$ cat config.mk
export PLATFORM = sky130hd
export DESIGN_NAME = exp_add_pipe
export DESIGN_NICKNAME = d
export VERILOG_FILES = /design/src/rtl/exp_add_pipe.sv
export SDC_FILE = /design/constraint.sdc
export NUM_CORES = 1
export LEC_CHECK = 0
export CAP_MARGIN = 15
export CORE_UTILIZATION = 45
export CTS_BUF_LIST = sky130_fd_sc_hd__clkbuf_2
export DETAILED_ROUTE_END_ITERATION = 12
export PLACE_DENSITY = 0.72
export SLEW_MARGIN = 20
export SYNTH_ARGS = -nofsm -noshare
export SYNTH_HDL_FRONTEND = slang
export SYNTH_SLANG_ARGS = --single-unit
$ cat constraint.sdc
create_clock -name clk -period 2 [get_ports clk]
set_input_delay 0.2 -clock clk [delete_from_list [all_inputs] [get_ports clk]]
set_output_delay 0.2 -clock clk [all_outputs]
set_load 0.02 [all_outputs]
$ cat src/rtl/exp_add_pipe.sv
// Two-stage floating-point exponent adder: sums biased exponents plus a normalisation
// carry, removes the bias and resolves specials, zero, overflow and underflow.
module exp_add_pipe #(
    parameter int EXP_W = 8,
    parameter int BIAS  = 127
) (
    input  logic             clk,
    input  logic             rst_n,
    input  logic [EXP_W-1:0] aExp,
    input  logic [EXP_W-1:0] bExp,
    input  logic             cin,
    input  logic             inValid,
    output logic             inReady,
    output logic [EXP_W-1:0] expOut,
    output logic             ovf,
    output logic             unf,
    output logic             zeroOut,
    output logic             specOut,
    output logic             outValid,
    input  logic             outReady
);

    localparam int SUM_W = EXP_W + 1;
    localparam int R_W   = EXP_W + 2;
    localparam int RES_W = EXP_W + 4;

    localparam logic signed [R_W-1:0] BIAS_S  = R_W'(BIAS);
    localparam logic signed [R_W-1:0] OVF_LIM = R_W'((2 ** EXP_W) - 1);
    localparam logic signed [R_W-1:0] ZERO_S  = '0;
    localparam logic [EXP_W-1:0]      ONES    = '1;

    logic [SUM_W-1:0] sum_p1;
    logic             a_ones_p1, b_ones_p1;
    logic             a_zero_p1, b_zero_p1;
    logic             vld_p1, vld_p2;
    logic             load_p1, load_p2;

    // Result packing is {exponent, ovf, unf, zero, spec}; earlier branches win.
    function automatic logic [RES_W-1:0] resolve(
        input logic [SUM_W-1:0] sum,
        input logic             spec,
        input logic             zero
    );
        logic signed [R_W-1:0] r;
        r = $signed({1'b0, sum}) - BIAS_S;
        if (spec)
            resolve = {ONES, 4'b0001};
        else if (zero)
            resolve = {{EXP_W{1'b0}}, 4'b0010};
        else if (r >= OVF_LIM)
            resolve = {ONES, 4'b1000};
        else if (r <= ZERO_S)
            resolve = {{EXP_W{1'b0}}, 4'b0100};
        else
            resolve = {r[EXP_W-1:0], 4'b0000};
    endfunction

    assign load_p2  = !vld_p2 || outReady;
    assign load_p1  = !vld_p1 || load_p2;
    assign inReady  = load_p1;
    assign outValid = vld_p2;

    // Stage 1: lossless raw sum and per-operand class flags
    always_ff @(posedge clk or negedge rst_n) begin
        if (!rst_n)
            vld_p1 <= 1'b0;
        else if (load_p1)
            vld_p1 <= inValid;
    end

    always_ff @(posedge clk) begin
        if (load_p1 && inValid) begin
            sum_p1    <= SUM_W'(aExp) + SUM_W'(bExp) + SUM_W'(cin);
            a_ones_p1 <= &aExp;
            b_ones_p1 <= &bExp;
            a_zero_p1 <= ~|aExp;
            b_zero_p1 <= ~|bExp;
        end
    end

    // Stage 2: bias removal, saturation and flag resolution
    always_ff @(posedge clk or negedge rst_n) begin
        if (!rst_n) begin
            vld_p2  <= 1'b0;
            expOut  <= '0;
            ovf     <= 1'b0;
            unf     <= 1'b0;
            zeroOut <= 1'b0;
            specOut <= 1'b0;
        end else if (load_p2) begin
            vld_p2 <= vld_p1;
            if (vld_p1)
                {expOut, ovf, unf, zeroOut, specOut} <= resolve(sum_p1,
                                                                a_ones_p1 || b_ones_p1,
                                                                a_zero_p1 || b_zero_p1);
        end
    end

endmodule

---- Word-level counts from Yosys, hierarchy flattened ----
Cells that the tools add are included.
cells by class
  add/subtract/negate cells ............... 3
  order comparisons ....................... 2
  mux-type cells .......................... 4
  reductions and logical operators ........ 14
operators by type and width
  kind                  count
  $mux 12               4
  $reduce_and 8->1      2
  $reduce_or 8->1       2
  $ge 10x9->1 const B   1
  $le 10x1->1 const B   1
  $sub 9x7->10 const B  1
  $add 8x8->9           1
  $add 9x1->9           1
  $logic_not 1->1       4
  $logic_or 1x1->1      4
  $reduce_and 2->1      1
  $logic_and 1x1->1     1
word-level totals
  register bits ........................... 27
  input bits .............................. 21
  output and inout port bits .............. 14
  logic and storage cells ................. 35

---- Depth between registers and ports, before layout ----
  depth in word-level cells ............... 6
  gate-level depth with buffers ........... 10
  gate-level depth less buffers ........... 10

---- Worst setup path after synthesis ----
No wires, ideal clock.
  path kind ............................... reg-to-reg
  start point ............................. reg sum_p1[0]
  end point ............................... reg expOut[0]
  library setup time ...................... 0.126 ns
  arrival time ............................ 2.005 ns
  data required time ...................... 1.874 ns
  slack ................................... -0.131 ns
  stages on the path, launching flop included .. 9
  buffers on the path ..................... 1
  period minus slack after synthesis ...... 2.131 ns
  cells stage by stage .................... edfxtp_1 ha_1 buf_4 and3_1 a41oi_1 o21bai_1 nor3_1 a21oi_4 a221o_1
between the ends
  cells in the longest elaborated chain, start to end .. 6
  elaborated cells between the ends (all ways) .. 7
  classes of those cells .................. add/sub (1); order compare (2); mux (4)
ends and longest elaborated chain
  element                 line  RTL
  start, declared         32    logic [SUM_W-1:0] sum_p1;
  start signal, assigned  73    sum_p1 <= SUM_W'(aExp) + SUM_W'(bExp) + SUM_W'(cin);
  $sub 9x7->10 *          45    r = $signed({1'b0, sum}) - BIAS_S;
  $le 10x1->1             52    else if (r <= ZERO_S)
  $mux 12                 52
  $mux 12 *               50    else if (r >= OVF_LIM)
  $mux 12 *               48    else if (zero)
  $mux 12 *               46    if (spec)
  end signal, assigned    93    {expOut, ovf, unf, zeroOut, specOut} <= resolve(sum_p1,
  end, declared           14    output logic [EXP_W-1:0] expOut,
Every way passes the cells marked *; elsewhere a longest branch is shown, timed or not.
A chain may end at the register's enable or synchronous reset.

---- Final worst setup path ----
  start point ............................. reg sum_p1[1]
  end point ............................... reg expOut[1]
Same word-level chain as after synthesis.

==> impl_metrics.sql <==
INSERT INTO impl_metrics (metric_group, metric, value, unit) VALUES
('worst_setup_path', 'critical_path.slowest_cell', 'sky130_fd_sc_hd__edfxtp_1', ''),
('clock_network', 'number_of_buffers_on_the_longest_clock_path', '2', ''),
('final_layout', 'layout_cell_share_with_drive_strength_beyond_1', '19.1', '%'),
('synth', 'ys_warn_count', '0', ''),
('power', 'pwr_per_cell_area', '667', 'nW/um^2'),
('timing', 'finalHoldViolations', '0', ''),
('power', 'net-switching-power', '0.523', 'mW'),
('timing', 'fmax', '0.487', 'GHz'),
('worst_hold_path', 'hold_path_class', 'input port to asynchronous set/reset pin', ''),
('worst_setup_path', 'end_kind', 'flop', ''),
('clock_network', 'insertion_delay', '0.38', 'ns'),
('clock_network', 'cts_root_buffer', 'sky130_fd_sc_hd__clkbuf_2', ''),
('synth', 'yosys_most_used_dff', 'sky130_fd_sc_hd__dfrtp_1', ''),
('clock_network', 'cts.sinks', '27', ''),
('final_layout', 'post-route-util', '63.1', '%'),
('worst_setup_path', 'worst-endpoint-arrival', '2.39', 'ns'),
('final_layout', 'final_net_count', '254', ''),
('synth', 'ys_seq_area_share', '42.3', '%'),
('final_layout', 'mostFrequentLayoutCell', 'sky130_fd_sc_hd__clkdlybuf4s50_1', ''),
('routing', 'routed_wirelength', '3.58', 'mm'),
('place', 'gp_congestion', '0.843', ''),
('floorplanning', 'placementRows', '22', ''),
('worst_setup_path', 'worstPathCellList', 'buf_6, and2_4, o21a_1, o32a_1, or3_4, a21oi_4, a221o_1', ''),
('final_layout', 'area.growth.synth_to_final', '32.7', '%'),
('worst_setup_path', 'worst_setup_path_start_kind', 'flop', ''),
('final_layout', 'diodes', '0', ''),
('floorplanning', 'chipWidth', '64.4', 'um'),
('place', 'preCtsSetupSlack', '-0.379', 'ns'),
('worst_setup_path', 'timing.setup.critical_path_class', 'flop to flop', ''),
('power', 'power.share.combinational', '38.9', '%'),
('clock_network', 'clock_tree_from_tritoncts', 'yes', ''),
('timing', 'slew-limit-headroom', '59.6', '%'),
('worst_setup_path', 'top_fanout_value_on_the_critical_path', '7', ''),
('routing', 'drtPass1Iterations', '4', ''),
('floorplanning', 'design.portCount', '35', ''),
('timing', 'actual_slew_at_the_worst_max_slew_pin', '0.603', 'ns'),
('power', 'netSwitchingFraction', '33.7', '%'),
('final_layout', 'layout_fillers', '337', ''),
('routing', 'ant_nets', '0', ''),
('global_route', 'antenna_found_initial', '0', ''),
('power', 'clock_power_share', '14.0', '%'),
('synth', 'ys_ff_latch', '27', ''),
('global_route', 'vias_in_the_first_global_route', '1491', ''),
('global_route', 'grt_util_all_layers', '18.4', '%'),
('timing', 'finalCriticalPeriod', '2.05', 'ns'),
('routing', 'initial_detailed_routing_violation_count', '55', ''),
('floorplanning', 'core_area', '3690', 'um^2'),
('power', 'sequential_cell_fraction_of_total_power', '47.1', '%'),
('global_route', 'grt_max_degree', '17', ''),
('synth', 'synthDistinctLibCells', '52', ''),
('timing', 'final.setup_skew', '0.00841', 'ns'),
('final_layout', 'final_cell_mix', 'sky130_fd_sc_hd__clkdlybuf4s50_1 (34), sky130_fd_sc_hd__buf_4 (17), sky130_fd_sc_hd__nand2_1 (15)', ''),
('run_status', 'violations_in_the_final_reports', 'negative setup slack', ''),
('clock_network', 'cts_buffers', '3', ''),
('timing', 'min_period_over_period', '103', '%'),
('global_route', 'first_pass_grt_wire_length', '5.89', 'mm'),
('timing', 'finalWorstSetupSlack', '-0.0530', 'ns'),
('synth', 'syn_inst', '170', ''),
('run_status', 'status', 'complete, but fails checks', ''),
('worst_setup_path', 'slowest_delay', '0.47', 'ns'),
('routing', 'routed-via-count', '1511', ''),
('routing', 'routed_wire_length_per_instance', '13.4', 'um'),
('synth', 'synthesis.area', '1750', 'um^2'),
('worst_setup_path', 'cp.buffers_inverters', '1', ''),
('global_route', 'residual_overflow_from_global_routing', '0', ''),
('flow_run', 'max_cap_violations', '0', ''),
('power', 'p_int', '1.03', 'mW'),
('timing', 'setup_violations', '7', ''),
('floorplanning', 'die-area', '4150', 'um^2'),
('clock_network', 'htreeDepth', '1', ''),
('synth', 'async_flop_share', '51.9', '%');
## final cells by class
class	instances	area (um^2)	share of cell area [%]
Clock buffer	3	15.0	0.646
Clock inverter	1	7.51	0.323
Inverter	11	41.3	1.78
Multi-Input combinational cell	125	971	41.7
Sequential cell	27	741	31.8
Tap cell	48	60.1	2.58
Timing Repair Buffer	53	490	21.1
## through the flow
step	power [mW]	instance area (um^2)	hold WS [ns]	instances	setup TNS, ns
2_1_floorplan	1.07	1760	-0.0956	170	-0.184
3_3_place_gp	1.29	2230	0.455	261	-1.31
3_5_place_dp	1.31	2230	0.478	261	-2.00
4_1_cts	1.54	2290	0.165	268	-0.299
5_1_grt	1.63	2330	0.170	268	-0.797
6_report	1.55	2330	0.149	268	-0.282
## worst paths after layout
kind	slack (ns)	start	cells after the start	endpoint
max in group asynchronous	1.47	rst_n	1	expOut[6]
min	0.15	rst_n	1	expOut[3]
max reg2reg	-0.05	sum_p1[1]	7	expOut[1]
min reg2reg	0.53	specOut	2	specOut
min in group clk	0.37	inValid	2	vld_p1
max	-0.05	sum_p1[1]	7	expOut[1]
## sequential cells by signal, indices dropped and copies added (netlist names)
signal,flops
ovf,1
a_zero_p1,1
zeroOut,1
vld_p1,1
b_ones_p1,1
outValid,1
b_zero_p1,1
a_ones_p1,1
sum_p1,9
specOut,1
unf,1
expOut,8
## power by group through the flow
stage / registers, mW / logic (mW) / clock network, mW
4_1_cts: 0.729 / 0.586 / 0.220
2_1_floorplan: 0.787 / 0.283 / 0
3_3_place_gp: 0.735 / 0.555 / 0
3_5_place_dp: 0.741 / 0.570 / 0
5_1_grt: 0.741 / 0.653 / 0.241
6_report: 0.730 / 0.603 / 0.218
## per-layer routing
metal | track usage [%] | vias to the layer above | part of all wire [%]
met5 | 0 | - | 0
met4 | 11.1 | 0 | 3.1
met3 | 1.94 | 12 | 4.1
met2 | 36.1 | 57 | 54
met1 | 18.1 | 707 | 39
li1 | - | 735 | -
## cells in the mapped netlist, drive strengths merged, types with 2 or more instances
| master | instances | share of area (%) |
|---|---|---|
| and2 | 3 | 1.2 |
| dfrtp | 14 | 20 |
| or4 | 4 | 1.7 |
| nand3 | 4 | 1.4 |
| and3 | 3 | 1.4 |
| fa | 2 | 2.3 |
| buf | 6 | 2.5 |
| nand4 | 5 | 1.8 |
| nor3 | 4 | 1.4 |
| o21a | 3 | 1.3 |
| inv | 11 | 2.4 |
| a221o | 7 | 4.0 |
| edfxtp | 13 | 22 |
| o21ai | 5 | 1.4 |
| nand2 | 16 | 3.4 |
| nand2b | 3 | 1.1 |
| nor2b | 2 | 0.71 |
| xor2 | 3 | 1.5 |
| ha | 10 | 7.1 |
| nor4 | 2 | 0.71 |
| nor2 | 10 | 2.1 |
| a21oi | 9 | 3.2 |
| xnor2 | 9 | 4.5 |
| o21bai | 2 | 0.86 |
## cells by family (layout without fill, tap and decap cells)
kind of cell / Yosys count / after routing / synth area share [%]
AOI/OAI and AO/OA: 39 / 39 / 17.3
xor gates and xnor gates: 12 / 12 / 6.00
adders and majority gates: 12 / 12 / 9.42
buffers and inverters: 18 / 68 / 5.07
DFF: 27 / 27 / 42.3
muxes: 1 / 1 / 0.571
and+or+nand+nor: 61 / 61 / 19.4
## repair_timing
item	in CTS	in global routing
endpoints found under the setup margin	7	9
pin swaps	1	0
buffers inserted	3	0
hold buffers	0	0
cloned	0	0
gates resized for setup	5	7
Note: power is estimated with default switching activity, not from simulation.
==> RTL edit 1, RTL diff (same flow settings) <==
Set the parameter `EXP_W` to 7 (it was 8).
--- a/src/rtl/exp_add_pipe.sv
+++ b/src/rtl/exp_add_pipe.sv
@@ -1,7 +1,7 @@
 // Two-stage floating-point exponent adder: sums biased exponents plus a normalisation
 // carry, removes the bias and resolves specials, zero, overflow and underflow.
 module exp_add_pipe #(
-    parameter int EXP_W = 8,
+    parameter int EXP_W = 7,
     parameter int BIAS  = 127
 ) (
     input  logic             clk,
Interface: changed (resized aExp, bExp and expOut); port bits go from 35 to 32. The function was not compared with the original's and may differ.
==> RTL edit 1 against the original RTL <==
Sequential cell count fell by 2. Sequential share of layout area rose by 0.43 points. Core utilization fell by 0.86 points. Synthesized area fell by 5.7%. Final area fell by 8.7%. Non-clock buffer count fell by 9. Critical path depth rose by 1. Routed wire length rose by 4.1%. Clock skew rose by 25 ps. Power fell by 9.7%. Via count fell by 2.8%. Combinational power fell by 15%. Setup slack improved by 160 ps. Largest power group unchanged.
==> RTL edit 1: results <==
[run_status]
status = finished clean

[setup_path]
cp-startpoint = sum_p1[0]$_DFFE_PP_
crit_end = expOut[5]$_DFFE_PN0P_
cp_max_fo = 6
worstPathArrival_ps = 2120
critPathMaxStageDelay_ps = 490

[power]
peakVddDrop_uv = 253
comb_power_share_pct = 36.4
switching_power_mw = 0.485

[synthesis]
synthMuxAreaShare_pct = 0
synth-compound-area-share_pct = 24.4
async_flop_share_pct = 52.0
synth_edf_count = 12
yosysSeqAreaShare_pct = 41.5
ys_types = 49
netlist_top_cells_area = edfxtp_1 22%, dfrtp_1 20%, ha_1 6.1%

[clock_network]
cts_setup_buffers = 0

[detailed_routing]
route.vias.total = 1468

[sta]
timing.final.ws_setup_ps = 107
hold_slack_ps = 169
finalSetupViolations = 0
max_slew.worst_pin.slew_ps = 617

[placement]
place.gp.congestion = 0.901
dp_worst_setup_slack_ps = -358

[grt]
use_met1_pct = 23.3
grt_pass1_vias = 1431
grt_max_degree = 16

[finish]
reg_top3 = sum_p1 x8, expOut x7
==> RTL edit 1: changes by cell type after synthesis, moves of 3 or more <==
| cell | unedited run | this run |
|---|---|---|
| nor2_1 | 10 | 13 |
| a221o_1 | 7 | 0 |
| a22oi_1 | 0 | 5 |
| a32oi_1 | 0 | 3 |
| nand2_1 | 16 | 8 |
| o21ai_0 | 1 | 4 |
| nand3_1 | 3 | 7 |
| o21ai_1 | 4 | 8 |
| xnor2_1 | 9 | 4 |
==> RTL edit 1: area by class of cell <==
| type | count | area [um^2] |
|---|---|---|
| Inverter | 9 | 33.8 |
| Sequential cell | 25 | 686 |
| Tap cell | 46 | 57.6 |
| Multi-Input combinational cell | 124 | 918 |
| Timing Repair Buffer | 44 | 408 |
| Fill cell | 304 | 1290 |
| Clock buffer | 3 | 15.0 |
| Clock inverter | 1 | 6.26 |
==> RTL edit 1: layer usage <==
layer / vias to the layer above / wire length (um)
met3: 8 / 123
li1: 704 / -
met5: - / 0
met1: 709 / 1570
met4: 0 / 72
met2: 47 / 1960
==> RTL edit 2, RTL diff (same settings) <==
Without the edit above. Make the reset (`rst_n`) synchronous in 2 clocked blocks.
--- a/src/rtl/exp_add_pipe.sv
+++ b/src/rtl/exp_add_pipe.sv
@@ -61,7 +61,7 @@
     assign outValid = vld_p2;
 
     // Stage 1: lossless raw sum and per-operand class flags
-    always_ff @(posedge clk or negedge rst_n) begin
+    always_ff @(posedge clk) begin
         if (!rst_n)
             vld_p1 <= 1'b0;
         else if (load_p1)
@@ -79,7 +79,7 @@
     end
 
     // Stage 2: bias removal, saturation and flag resolution
-    always_ff @(posedge clk or negedge rst_n) begin
+    always_ff @(posedge clk) begin
         if (!rst_n) begin
             vld_p2  <= 1'b0;
             expOut  <= '0;
Function: differs if rst_n is asserted again (counterexample within 4 cycles, from zero or initial values and one cycle with rst_n low); with rst_n held inactive, the same outputs for 10 cycles.
==> RTL edit 2 against the original RTL <==
Via count up 17%. Critical endpoint is now sum_p1[8]$_DFFE_PP_. Synthesized area rose by 6.1%. Final area is 5.3% higher. Clock power grew 2%. Sequential cell count did not move. Hold slack improved by 240 ps. Setup slack improved by 100 ps. Routed wire length is 15% higher. Power decreased by 8.1%.
==> RTL edit 2: results <==
[run_status]
status = finished clean

[placement]
place_hpwl_um = 3170
placed_cells = 305
dp_worst_setup_slack_ps = -416
place.gp.congestion = 0.858
placed_area_um2 = 2370

[synthesis]
yosysSeqAreaShare_pct = 36.0
synthXorXnorAreaFrac_pct = 4.24
ys_types = 51
synth_ff_type = dfxtp_1
synthAdderAreaFrac_pct = 8.88
synth_cells = 210
synth-compound-area-share_pct = 19.8
synth_fp_nets = 243

[finish]
n_all_buffers = 59
fill_cells = 369
layoutNonFillerInstCount = 315
inv_count = 10
multi_input_cells = 165
buf_share_pct = 21.7
register_area_um2 = 671
multi_input_area_um2 = 1120
clkCellAreaFrac_pct = 0.869
drive_gt1_share_pct = 16.2
multi_input_area_share_pct = 45.9

[setup_path]
worstPathArrival_ps = 2100
critPathMaxStageDelay_ps = 420
cp_slowest_cell = clkdlybuf4s50_1
r2r_start = sum_p1[0]$_DFFE_PP_

[detailed_routing]
drtIter0Drc = 70
via_per_inst = 5.61

[clock_network]
numCtsBuffers = 3

[grt]
track_usage_pct = 19.6
grt_pass1_vias = 1591

[die]
rows = 23

[sta]
max_slew.worst_pin.slew_ps = 399
skew_ps = 25.3

[power]
peakVddDrop_uv = 250
power_leakage_nw = 0.958
==> RTL edit 2: cell count changes in the layout (fill, tap and decap cells not counted), moves of 6 or more <==
| cell | unedited run | this run |
|---|---|---|
| dfrtp_1 | 14 | 0 |
| dfxtp_1 | 0 | 14 |
| nor2_1 | 10 | 18 |
| o21ai_0 | 1 | 9 |
| a221o_1 | 7 | 0 |
| buf_4 | 17 | 24 |
| nand2_1 | 15 | 22 |
| a21oi_1 | 5 | 11 |
==> RTL edit 2: power breakdown <==
part | switching [mW] | total (mW) | internal, mW
Combinational | 0.259 | 0.518 | 0.259
Clock | 0.173 | 0.222 | 0.0487
Sequential | 0.0459 | 0.686 | 0.640
==> RTL edit 2: path summary, 6_finish.rpt <==
| check | cells past startpoint | slack (ps) | endpoint |
|---|---|---|---|
| hold reg to reg | 2 | 480 | zeroOut$_SDFFE_PN0P_ |
| setup reg to reg | 5 | 90 | expOut[6]$_SDFFE_PN0P_ |
| hold / removal | 3 | 390 | vld_p1$_SDFFE_PN0N_ |
| setup / recovery | 10 | 50 | sum_p1[8]$_DFFE_PP_ |
==> RTL edit 2: routing by layer <==
layer  wire length [um]  GRT usage, %  vias to the layer above  share of wire, %
li1                   -             -                      901                 -
met1               1790          23.9                      808                43
met2               2140          35.5                       51                52
met3                138          2.07                        8               3.3
met4                 68          6.38                        0               1.6
met5                  0             0                        -                 0
==> RTL edit 2: worst min-delay path: cells and delay by family <==
kind | cells | cell delay [ps]
AOI/OAI and AO/OA | 1 | 120
and+or+nand+nor | 1 | 40
buffers and inverters | 1 | 410
==> RTL edit 2: timing repair <==
| action | CTS | global route |
|---|---|---|
| hold endpoints to repair | 0 | 0 |
| buffers inserted | 0 | 6 |
| setup endpoints to repair | 0 | 11 |
| resized for setup | 0 | 7 |
